<file path="config.mk">
export PLATFORM = sky130hd
export DESIGN_NAME = regfile_writeback_flat
export DESIGN_NICKNAME = d
export VERILOG_FILES = /design/src/rtl/regfile_writeback_pkg.sv /design/src/rtl/regfile_writeback_if.sv /design/src/rtl/regfile_writeback_arbiter.sv /design/src/rtl/regfile_writeback.sv /design/src/flat_wrapper.sv
export SDC_FILE = /design/constraint.sdc
export NUM_CORES = 1
export LEC_CHECK = 0
export ABC_AREA = 1
export CORE_UTILIZATION = 35
export CTS_CLUSTER_SIZE = 14
export DETAILED_ROUTE_END_ITERATION = 10
export HOLD_SLACK_MARGIN = 0.05
export PLACE_DENSITY_LB_ADDON = 0.2
export SLEW_MARGIN = 5
export SYNTH_ARGS = -nofsm -noshare
export SYNTH_HDL_FRONTEND = slang
export SYNTH_SLANG_ARGS = --single-unit
export TNS_END_PERCENT = 20
</file>
<file path="constraint.sdc">
create_clock -name clk -period 1.9 [get_ports clk]
set_input_delay 0.38 -clock clk [delete_from_list [all_inputs] [get_ports clk]]
set_output_delay 0.38 -clock clk [all_outputs]
set_load 0.1 [all_outputs]
</file>
<file path="src/rtl/regfile_writeback_pkg.sv">
// Shared types and widths for the register-file writeback master.
package wb_pkg;

    localparam int unsigned XLEN   = 32;
    localparam int unsigned ADDR_W = 5;
    localparam int unsigned CNT_W  = 4;

    typedef enum logic [1:0] {
        WB_SRC_NONE = 2'd0,
        WB_SRC_A    = 2'd1,
        WB_SRC_B    = 2'd2
    } wb_src_e;

    typedef struct packed {
        logic              valid;
        logic [ADDR_W-1:0] addr;
        logic [XLEN-1:0]   data;
    } wb_req_t;

endpackage

</file>
<file path="src/rtl/regfile_writeback_if.sv">
// Producer handshakes, register-file write port and forwarding lookups.
interface regfile_writeback_if;
    import wb_pkg::*;

    logic              a_valid;
    logic              a_ready;
    logic [ADDR_W-1:0] a_addr;
    logic [XLEN-1:0]   a_data;
    logic              b_valid;
    logic              b_ready;
    logic [ADDR_W-1:0] b_addr;
    logic [XLEN-1:0]   b_data;
    logic              wb_we;
    logic [ADDR_W-1:0] wb_addr;
    logic [XLEN-1:0]   wb_data;
    logic [ADDR_W-1:0] q1_addr;
    logic [ADDR_W-1:0] q2_addr;
    logic              q1_hit;
    logic              q2_hit;
    logic [XLEN-1:0]   q1_data;
    logic [XLEN-1:0]   q2_data;

    // Writeback block side
    modport master (
        input  a_valid, a_addr, a_data,
        input  b_valid, b_addr, b_data,
        input  q1_addr, q2_addr,
        output a_ready, b_ready,
        output wb_we, wb_addr, wb_data,
        output q1_hit, q2_hit, q1_data, q2_data
    );

    // Producers, decode and register-file side
    modport slave (
        output a_valid, a_addr, a_data,
        output b_valid, b_addr, b_data,
        output q1_addr, q2_addr,
        input  a_ready, b_ready,
        input  wb_we, wb_addr, wb_data,
        input  q1_hit, q2_hit, q1_data, q2_data
    );

endinterface

</file>
<file path="src/rtl/regfile_writeback_arbiter.sv">
// Two-way arbiter: A has priority, B is forced through after STARVE_MAX consecutive losses.
module wb_arbiter
    import wb_pkg::*;
#(
    parameter int unsigned STARVE_MAX = 3
) (
    input  logic       clk,
    input  logic       rst,
    input  logic       a_valid,
    input  logic       b_valid,
    output logic [1:0] grant_c,
    output wb_src_e    src_c
);

    localparam logic [CNT_W-1:0] STARVE_LIM = CNT_W'(STARVE_MAX);

    logic [CNT_W-1:0] starve_cnt_q;
    logic [CNT_W-1:0] starve_cnt_d;
    logic             force_b;

    always_ff @(posedge clk or posedge rst) begin
        if (rst) begin
            starve_cnt_q <= '0;
        end else begin
            starve_cnt_q <= starve_cnt_d;
        end
    end

    // Grant selection and starvation tracking
    always_comb begin
        grant_c      = 2'b00;
        src_c        = WB_SRC_NONE;
        starve_cnt_d = starve_cnt_q;
        force_b      = (starve_cnt_q == STARVE_LIM);

        if (a_valid && !(b_valid && force_b)) begin
            grant_c = 2'b01;
            src_c   = WB_SRC_A;
        end else if (b_valid) begin
            grant_c = 2'b10;
            src_c   = WB_SRC_B;
        end

        if (!b_valid || grant_c[1]) begin
            starve_cnt_d = '0;
        end else if (!force_b) begin
            starve_cnt_d = starve_cnt_q + CNT_W'(1);
        end
    end

endmodule

</file>
<file path="src/rtl/regfile_writeback.sv">
// Writeback master: arbitrates two producers into one registered write port with forwarding.
// Optional WB_X0_FILTER_EN: accepted writes to x0 are dropped and x0 never forwards.
module regfile_writeback
    import wb_pkg::*;
#(
    parameter int unsigned STARVE_MAX = 3
) (
    input  logic                 clk,
    input  logic                 rst,
    regfile_writeback_if.master  bus
);

    wb_req_t           req_a;
    wb_req_t           req_b;
    wb_req_t           sel;
    wb_src_e           src;
    logic [1:0]        grant;
    logic              wr_en;
    logic              wb_we_q;
    logic [ADDR_W-1:0] wb_addr_q;
    logic [XLEN-1:0]   wb_data_q;
    logic              q1_hit;
    logic              q2_hit;

    always_comb begin
        req_a = '{valid: bus.a_valid, addr: bus.a_addr, data: bus.a_data};
        req_b = '{valid: bus.b_valid, addr: bus.b_addr, data: bus.b_data};
    end

    wb_arbiter #(
        .STARVE_MAX (STARVE_MAX)
    ) u_arb (
        .clk     (clk),
        .rst     (rst),
        .a_valid (req_a.valid),
        .b_valid (req_b.valid),
        .grant_c (grant),
        .src_c   (src)
    );

    assign bus.a_ready = grant[0];
    assign bus.b_ready = grant[1];

    // Winning request and whether it actually commits
    always_comb begin
        sel   = '0;
        wr_en = 1'b0;
        case (src)
            WB_SRC_A: sel = req_a;
            WB_SRC_B: sel = req_b;
            default:  sel = '0;
        endcase
`ifdef WB_X0_FILTER_EN
        wr_en = (src != WB_SRC_NONE) && (sel.addr != '0);
`else
        wr_en = (src != WB_SRC_NONE);
`endif
    end

    always_ff @(posedge clk or posedge rst) begin
        if (rst) begin
            wb_we_q   <= 1'b0;
            wb_addr_q <= '0;
            wb_data_q <= '0;
        end else begin
            wb_we_q <= wr_en;
            if (src != WB_SRC_NONE) begin
                wb_addr_q <= sel.addr;
                wb_data_q <= sel.data;
            end
        end
    end

    assign bus.wb_we   = wb_we_q;
    assign bus.wb_addr = wb_addr_q;
    assign bus.wb_data = wb_data_q;

    // Forwarding compare against the write stage
    always_comb begin
        q1_hit = wb_we_q && (wb_addr_q == bus.q1_addr);
        q2_hit = wb_we_q && (wb_addr_q == bus.q2_addr);
`ifdef WB_X0_FILTER_EN
        if (bus.q1_addr == '0) q1_hit = 1'b0;
        if (bus.q2_addr == '0) q2_hit = 1'b0;
`endif
    end

    assign bus.q1_hit  = q1_hit;
    assign bus.q2_hit  = q2_hit;
    assign bus.q1_data = q1_hit ? wb_data_q : '0;
    assign bus.q2_data = q2_hit ? wb_data_q : '0;

endmodule

</file>
<file path="src/flat_wrapper.sv">
// flat-port wrapper written by rule: the top's interface ports become plain ports
module regfile_writeback_flat import wb_pkg::*;
#(
    parameter int unsigned STARVE_MAX = 3
)
  (clk, rst, bus_a_valid, bus_a_addr, bus_a_data, bus_b_valid, bus_b_addr, bus_b_data, bus_q1_addr, bus_q2_addr, bus_a_ready, bus_b_ready, bus_wb_we, bus_wb_addr, bus_wb_data, bus_q1_hit, bus_q2_hit, bus_q1_data, bus_q2_data);
  regfile_writeback_if bus_i ();
  input  logic clk;
  input  logic rst;
  input wire logic [$bits(bus_i.a_valid)-1:0] bus_a_valid;
  input wire logic [$bits(bus_i.a_addr)-1:0] bus_a_addr;
  input wire logic [$bits(bus_i.a_data)-1:0] bus_a_data;
  input wire logic [$bits(bus_i.b_valid)-1:0] bus_b_valid;
  input wire logic [$bits(bus_i.b_addr)-1:0] bus_b_addr;
  input wire logic [$bits(bus_i.b_data)-1:0] bus_b_data;
  input wire logic [$bits(bus_i.q1_addr)-1:0] bus_q1_addr;
  input wire logic [$bits(bus_i.q2_addr)-1:0] bus_q2_addr;
  output wire logic [$bits(bus_i.a_ready)-1:0] bus_a_ready;
  output wire logic [$bits(bus_i.b_ready)-1:0] bus_b_ready;
  output wire logic [$bits(bus_i.wb_we)-1:0] bus_wb_we;
  output wire logic [$bits(bus_i.wb_addr)-1:0] bus_wb_addr;
  output wire logic [$bits(bus_i.wb_data)-1:0] bus_wb_data;
  output wire logic [$bits(bus_i.q1_hit)-1:0] bus_q1_hit;
  output wire logic [$bits(bus_i.q2_hit)-1:0] bus_q2_hit;
  output wire logic [$bits(bus_i.q1_data)-1:0] bus_q1_data;
  output wire logic [$bits(bus_i.q2_data)-1:0] bus_q2_data;
  assign bus_i.a_valid = bus_a_valid;
  assign bus_i.a_addr = bus_a_addr;
  assign bus_i.a_data = bus_a_data;
  assign bus_i.b_valid = bus_b_valid;
  assign bus_i.b_addr = bus_b_addr;
  assign bus_i.b_data = bus_b_data;
  assign bus_i.q1_addr = bus_q1_addr;
  assign bus_i.q2_addr = bus_q2_addr;
  assign bus_a_ready = bus_i.a_ready;
  assign bus_b_ready = bus_i.b_ready;
  assign bus_wb_we = bus_i.wb_we;
  assign bus_wb_addr = bus_i.wb_addr;
  assign bus_wb_data = bus_i.wb_data;
  assign bus_q1_hit = bus_i.q1_hit;
  assign bus_q2_hit = bus_i.q2_hit;
  assign bus_q1_data = bus_i.q1_data;
  assign bus_q2_data = bus_i.q2_data;
  regfile_writeback #(.STARVE_MAX(STARVE_MAX)) u_core (.clk(clk), .rst(rst), .bus(bus_i));
endmodule
</file>
* Word level (Yosys, flattened, before mapping) *
Cells that the tools add are included.

cells by class
  add/subtract/negate cells = 1
  eq/ne operators = 6
  multiplexer cells = 7
  reductions and logical operators = 8

operators with widths
  kind                 count
  $pmux 37 s2          1
  $mux 32              2
  $eq 5x5->1           2
  $mux 4               2
  $add 4x1->4 const B  1
  $eq 4x2->1 const B   1
  $logic_and 1x1->1    4
  $mux 2               2
  $eq 2x1->1 const B   1
  $eq 2x2->1 const B   1
  $logic_not 1->1      2
  $ne 2x1->1 const B   1
  $reduce_bool 2->1    1
  $logic_or 1x1->1     1

word-level totals
  register bits after elaboration = 42
  word-level logic and storage cells = 26

* Longest topological paths before layout *
  depth in word-level cells = 7
  mapped depth = 9
  mapped depth without buffers = 7

* Hierarchy *
Synthesis repeated with hierarchy kept, for this count alone.

unflattened totals
  cells, all modules = 428
  area total of the unflattened synthesis = 2761.4 µm²

modules (own cells, without submodules)
  module             instances  cells an instance  area an instance (µm²)
  regfile_writeback  1          403                2541.2
  wb_arbiter         1          25                 220.2

* Worst setup path after synthesis *
No wires, ideal clock.

  path type = register to output
  start point = register u_core.wb_addr_q[0], in the netlist u_core.bus.wb_addr[0]
  end point = output bus_q1_data[22]
  data arrival time = 2.911 ns
  required time = 1.520 ns
  path slack = -1.391 ns
  stages on the path, launching flop included = 8
  buffers on the path = 1
  path through = dfrtp_1 inv_1 nand2_1 nand2_1 nor2_1 nand3_2 buf_6 nor2_1

on the way
  longest elaborated chain between the ends = 3

RTL lines
  element                 line                     text
  from (decl)             regfile_writeback.sv:20  logic [ADDR_W-1:0] wb_addr_q;
  from (signal assigned)  regfile_writeback.sv:68  wb_addr_q <= sel.addr;
  $eq 5x5->1              regfile_writeback.sv:80  q1_hit = wb_we_q && (wb_addr_q == bus.q1_addr);
  $logic_and 1x1->1       regfile_writeback.sv:80
  $mux 32                 regfile_writeback.sv:90  assign bus.q1_data = q1_hit ? wb_data_q : '0;
  to (decl)               flat_wrapper.sv:25       output wire logic [$bits(bus_i.q1_data)-1:0] bus_q1_data;

No other way between the ends.

* Worst setup path after layout *
  start point = register u_core.wb_addr_q[1], in the netlist u_core.bus.wb_addr[1]
  end point = output bus_q1_data[2]

Same word-level chain as after synthesis.

==> impl_summary.md <==
Status
The run finished, with violations left. The checks that failed: setup timing.

Synthesis
In the post-synthesis netlist, the biggest area contributors are dfrtp_1 39%, nand3_1 19%, nand2_1 9.4%, nor2_2 6.9%, inv_1 6.8%. The top cell type by area accounts for 38.6% of the synthesized area. The post-synthesis cell area is 0.00272 sq mm. Counting every net in the synthesized netlist gives about 480. Synthesis inferred 42 register bits. The count of distinct cell types in the synthesized netlist is 15. Synthesis handed over a netlist of about 390 instances. The share of the Yosys chip area taken by registers is about two fifths.

The mean post-synth cell area is ~7 sq um. The count of warnings emitted by yosys is 0. The largest area contributor in the netlist is dfrtp_1.

Power
Power spread over the standard cell area amounts to roughly 580 mW/mm^2. The design draws roughly 0.0039 W. IR analysis of the VDD net gives a maximum drop of between 0.0004 and 0.0005 V. In this run the static leakage power is about 2.9 nW.

Die
The area inside the core boundary is 0.00737 sq mm. During I/O placement, the number of pins put on the boundary was 194. The vertical die dimension is about 90 microns. The floorplan die width is 90.2 microns. The initial utilization of the core area, before any placement, comes to between 30% and 40%. The die outline area is between 0.008 and 0.009 sq mm. The count of standard-cell rows is 31.

Place
Routability-driven placement finished with a final weighted congestion of roughly 0.84. Input and output buffers added on the ports amount to 193. The post-DP HPWL is 9.09 mm. The number of placed instances with taps included is roughly 670.

GRT
The number of global-route vias before repair was a little under 4000. The largest net degree at the start of global routing is 40. The number of antenna violations at the first check in global routing came to 0. The leftover overflow at the end of global routing is 0. The combined global-route utilization of all metal layers is ~34%. For this run, global-route usage on met1 was measured as between 30% and 40%.

The met3 demand-to-capacity share in global routing is 7.61%. In this run the most used layer during global routing was met2. Global routing used about three fifths of the available met2 tracks. The first-pass GRT wire length is between 20 and 25 mm.

Final layout
The repair_antennas step left the layout with diodes totalling 0. The final design utilization is around nine tenths. The post-route netlist has between 40 and 50% of its cells at a drive strength greater than 1. Once layout is complete, the cells apart from fillers number between 600 and 700. The net count reported at finish is 679.

The area added between synthesis and finish is 147%.

STA
Setup repair after global routing could not meet its margin everywhere. The count of final hold-check violations is 0. The slew at the pin closest to its max-slew limit is about 0.52 ns.

The post-layout minimum cycle time is approximately 2.3 ns. The clock arrives with about 0.011 ns of skew. The final worst slack is -0.413 ns.

Setup violations remaining at the end of the flow were counted as 66. The number of max-slew violations in the final report is 0. The remaining max-slew budget at the tightest pin is between 60% and 70%. The maximum operating frequency is about 430 MHz.

The worst path uses 122% of the clock period.

Clock tree
Clock-pin slew was measured on the worst setup and hold paths at ~0.090 ns. The H-tree depth reported by CTS is 2. The later pin in the worst-skew pair is clocked with a latency of 0.29 ns. The clock passes through at most 2 buffers. The clock sink total is 42. The quantity of hold-fixing buffers added after cts is 0. The clock root buffer is clkbuf_8. The TritonCTS clock tree is built. The total clock buffers created by CTS is 5.

Drt
The total number of vias is between 3000 and 4000. The number of nets still failing antenna checks after routing is 0. The total wire length after detailed routing is about 15 mm.

The count of TritonRoute iterations in the first routing pass is 5. The routed via count divided by cell count is roughly 5.5. The routed wirelength normalized by instance count is 21.7 microns. The detailed router finished its first iteration with ~310 violations. For this run, design rule violations remaining after detail routing come to 0.

Setup path
The worst setup path is of the reg2out kind. For the worst setup path, the data arrival time is 1.93 ns. The top fanout value on the critical path is 5.

The data required time at the worst endpoint is roughly 1.5 ns. The critical path launch point type is a flip-flop. STA classifies the critical path endpoint as an output port.

Min path
The worst min-delay path category is in2async.

Run
Across the run, the number of max-cap violations was 0.
[sequential cells by signal, summed over array words and instances, names as in the netlist]
register                   cells
u_core.u_arb.starve_cnt_q      4
u_core.bus.wb_data            32
u_core.bus.wb_we               1
u_core.bus.wb_addr             5
[metrics by stage]
| step | instance area (sq um) | worst slack [ns] | setup TNS, ns | hold slack (ns) |
|---|---|---|---|---|
| after floorplan | 3210 | -0.270 | -16.73 | 0.432 |
| after global placement | 6250 | -0.289 | -16.95 | 0.448 |
| after detailed placement | 6250 | -0.332 | -19.80 | 0.475 |
| after CTS | 6600 | -0.322 | -17.48 | 0.404 |
| after global routing | 6720 | -0.441 | -25.22 | 0.413 |
| final | 6720 | -0.413 | -22.53 | 0.385 |
[area by class of cell]
cell class,count,area (sq um)
timing repair buffer,222,3400
multi-input combinational,265,1820
sequential,42,1070
fill,295,647
inverter,54,210
tap,99,124
clock buffer,7,86.3
clock inverter,1,5.00
[critical path, cell delays in order (launching register included)]
cell and delay (ns):
dfrtp_4 0.45, inv_2 0.06, nand2_1 0.11, nand2_2 0.09, nor2_4 0.13, nand3_4 0.11, buf_12 0.17, buf_16 0.15
nor2_4 0.16, buf_12 0.19
[path summary, 6_finish.rpt]
path,from,to,slack [ns],depth (start not counted)
min in group clk,u_core.u_arb.starve_cnt_q[0],u_core.u_arb.starve_cnt_q[0],0.48,1
min reg2reg,u_core.u_arb.starve_cnt_q[0],u_core.u_arb.starve_cnt_q[0],0.48,1
max,u_core.bus.wb_addr[1],bus_q1_data[2],-0.41,9
max reg2reg,u_core.u_arb.starve_cnt_q[0],u_core.u_arb.starve_cnt_q[2],0.19,7
min,rst,u_core.bus.wb_data[6],0.39,2
max in group asynchronous,rst,u_core.bus.wb_data[15],1.00,3
[synth_stat cells]
master / count
inv_1: 49
nor2_1: 49
clkbuf_1: 3
buf_1: 3
dfrtp_1: 42
nand3_1: 103
buf_6: 9
nand2_1: 68
inv_2: 5
ha_1: 1
nand3_2: 12
xor2_1: 1
a21oi_1: 1
buf_2: 11
nor2_2: 30
[per-layer routing]
layer | routed length [microns] | share of wire, %
met2 | 7620 | 51
met4 | 850 | 5.7
met1 | 5180 | 35
met3 | 1340 | 8.9
met5 | 0 | 0
[cell usage in the layout (no fill, tap or decap), types with 3 or more instances in the layout]
cell	synthesis	layout
inv_1	49	43
inv_2	5	8
nand2_2	0	19
nand2_1	68	49
buf_16	0	7
buf_12	0	109
nand3_2	12	10
clkbuf_8	0	6
dfrtp_1	42	36
nor2_4	0	71
inv_4	0	3
nand3_1	103	103
dfrtp_4	0	6
buf_4	0	16
dlygate4sd2_1	0	10
clkdlybuf4s50_1	0	75
nor2_2	30	3
nor2_1	49	5
[logic make-up after synthesis]
kind of cell	Yosys count	synth area share [%]
AO/OA/AOI/OAI	1	0.184
buffers and inverters	80	14.0
adder cells (fa/ha/maj)	1	0.460
XOR/XNOR	1	0.322
AND/OR/NAND/NOR	262	46.4
flip-flops	42	38.6
[report_power, final]
part	switching, W	internal [W]
Combinational	0.00140	0.000772
Clock	0.000303	0.000293
Sequential	0.000119	0.000980
[what timing repair did]
item                                    4_1_cts  5_1_grt
cloned                                        5        2
endpoints found under the setup margin       67       68
pin swaps                                    10       18
gates resized for setup                      23       25
buffers inserted                              8        1
No activity file was read; power rests on OpenSTA's default activity.
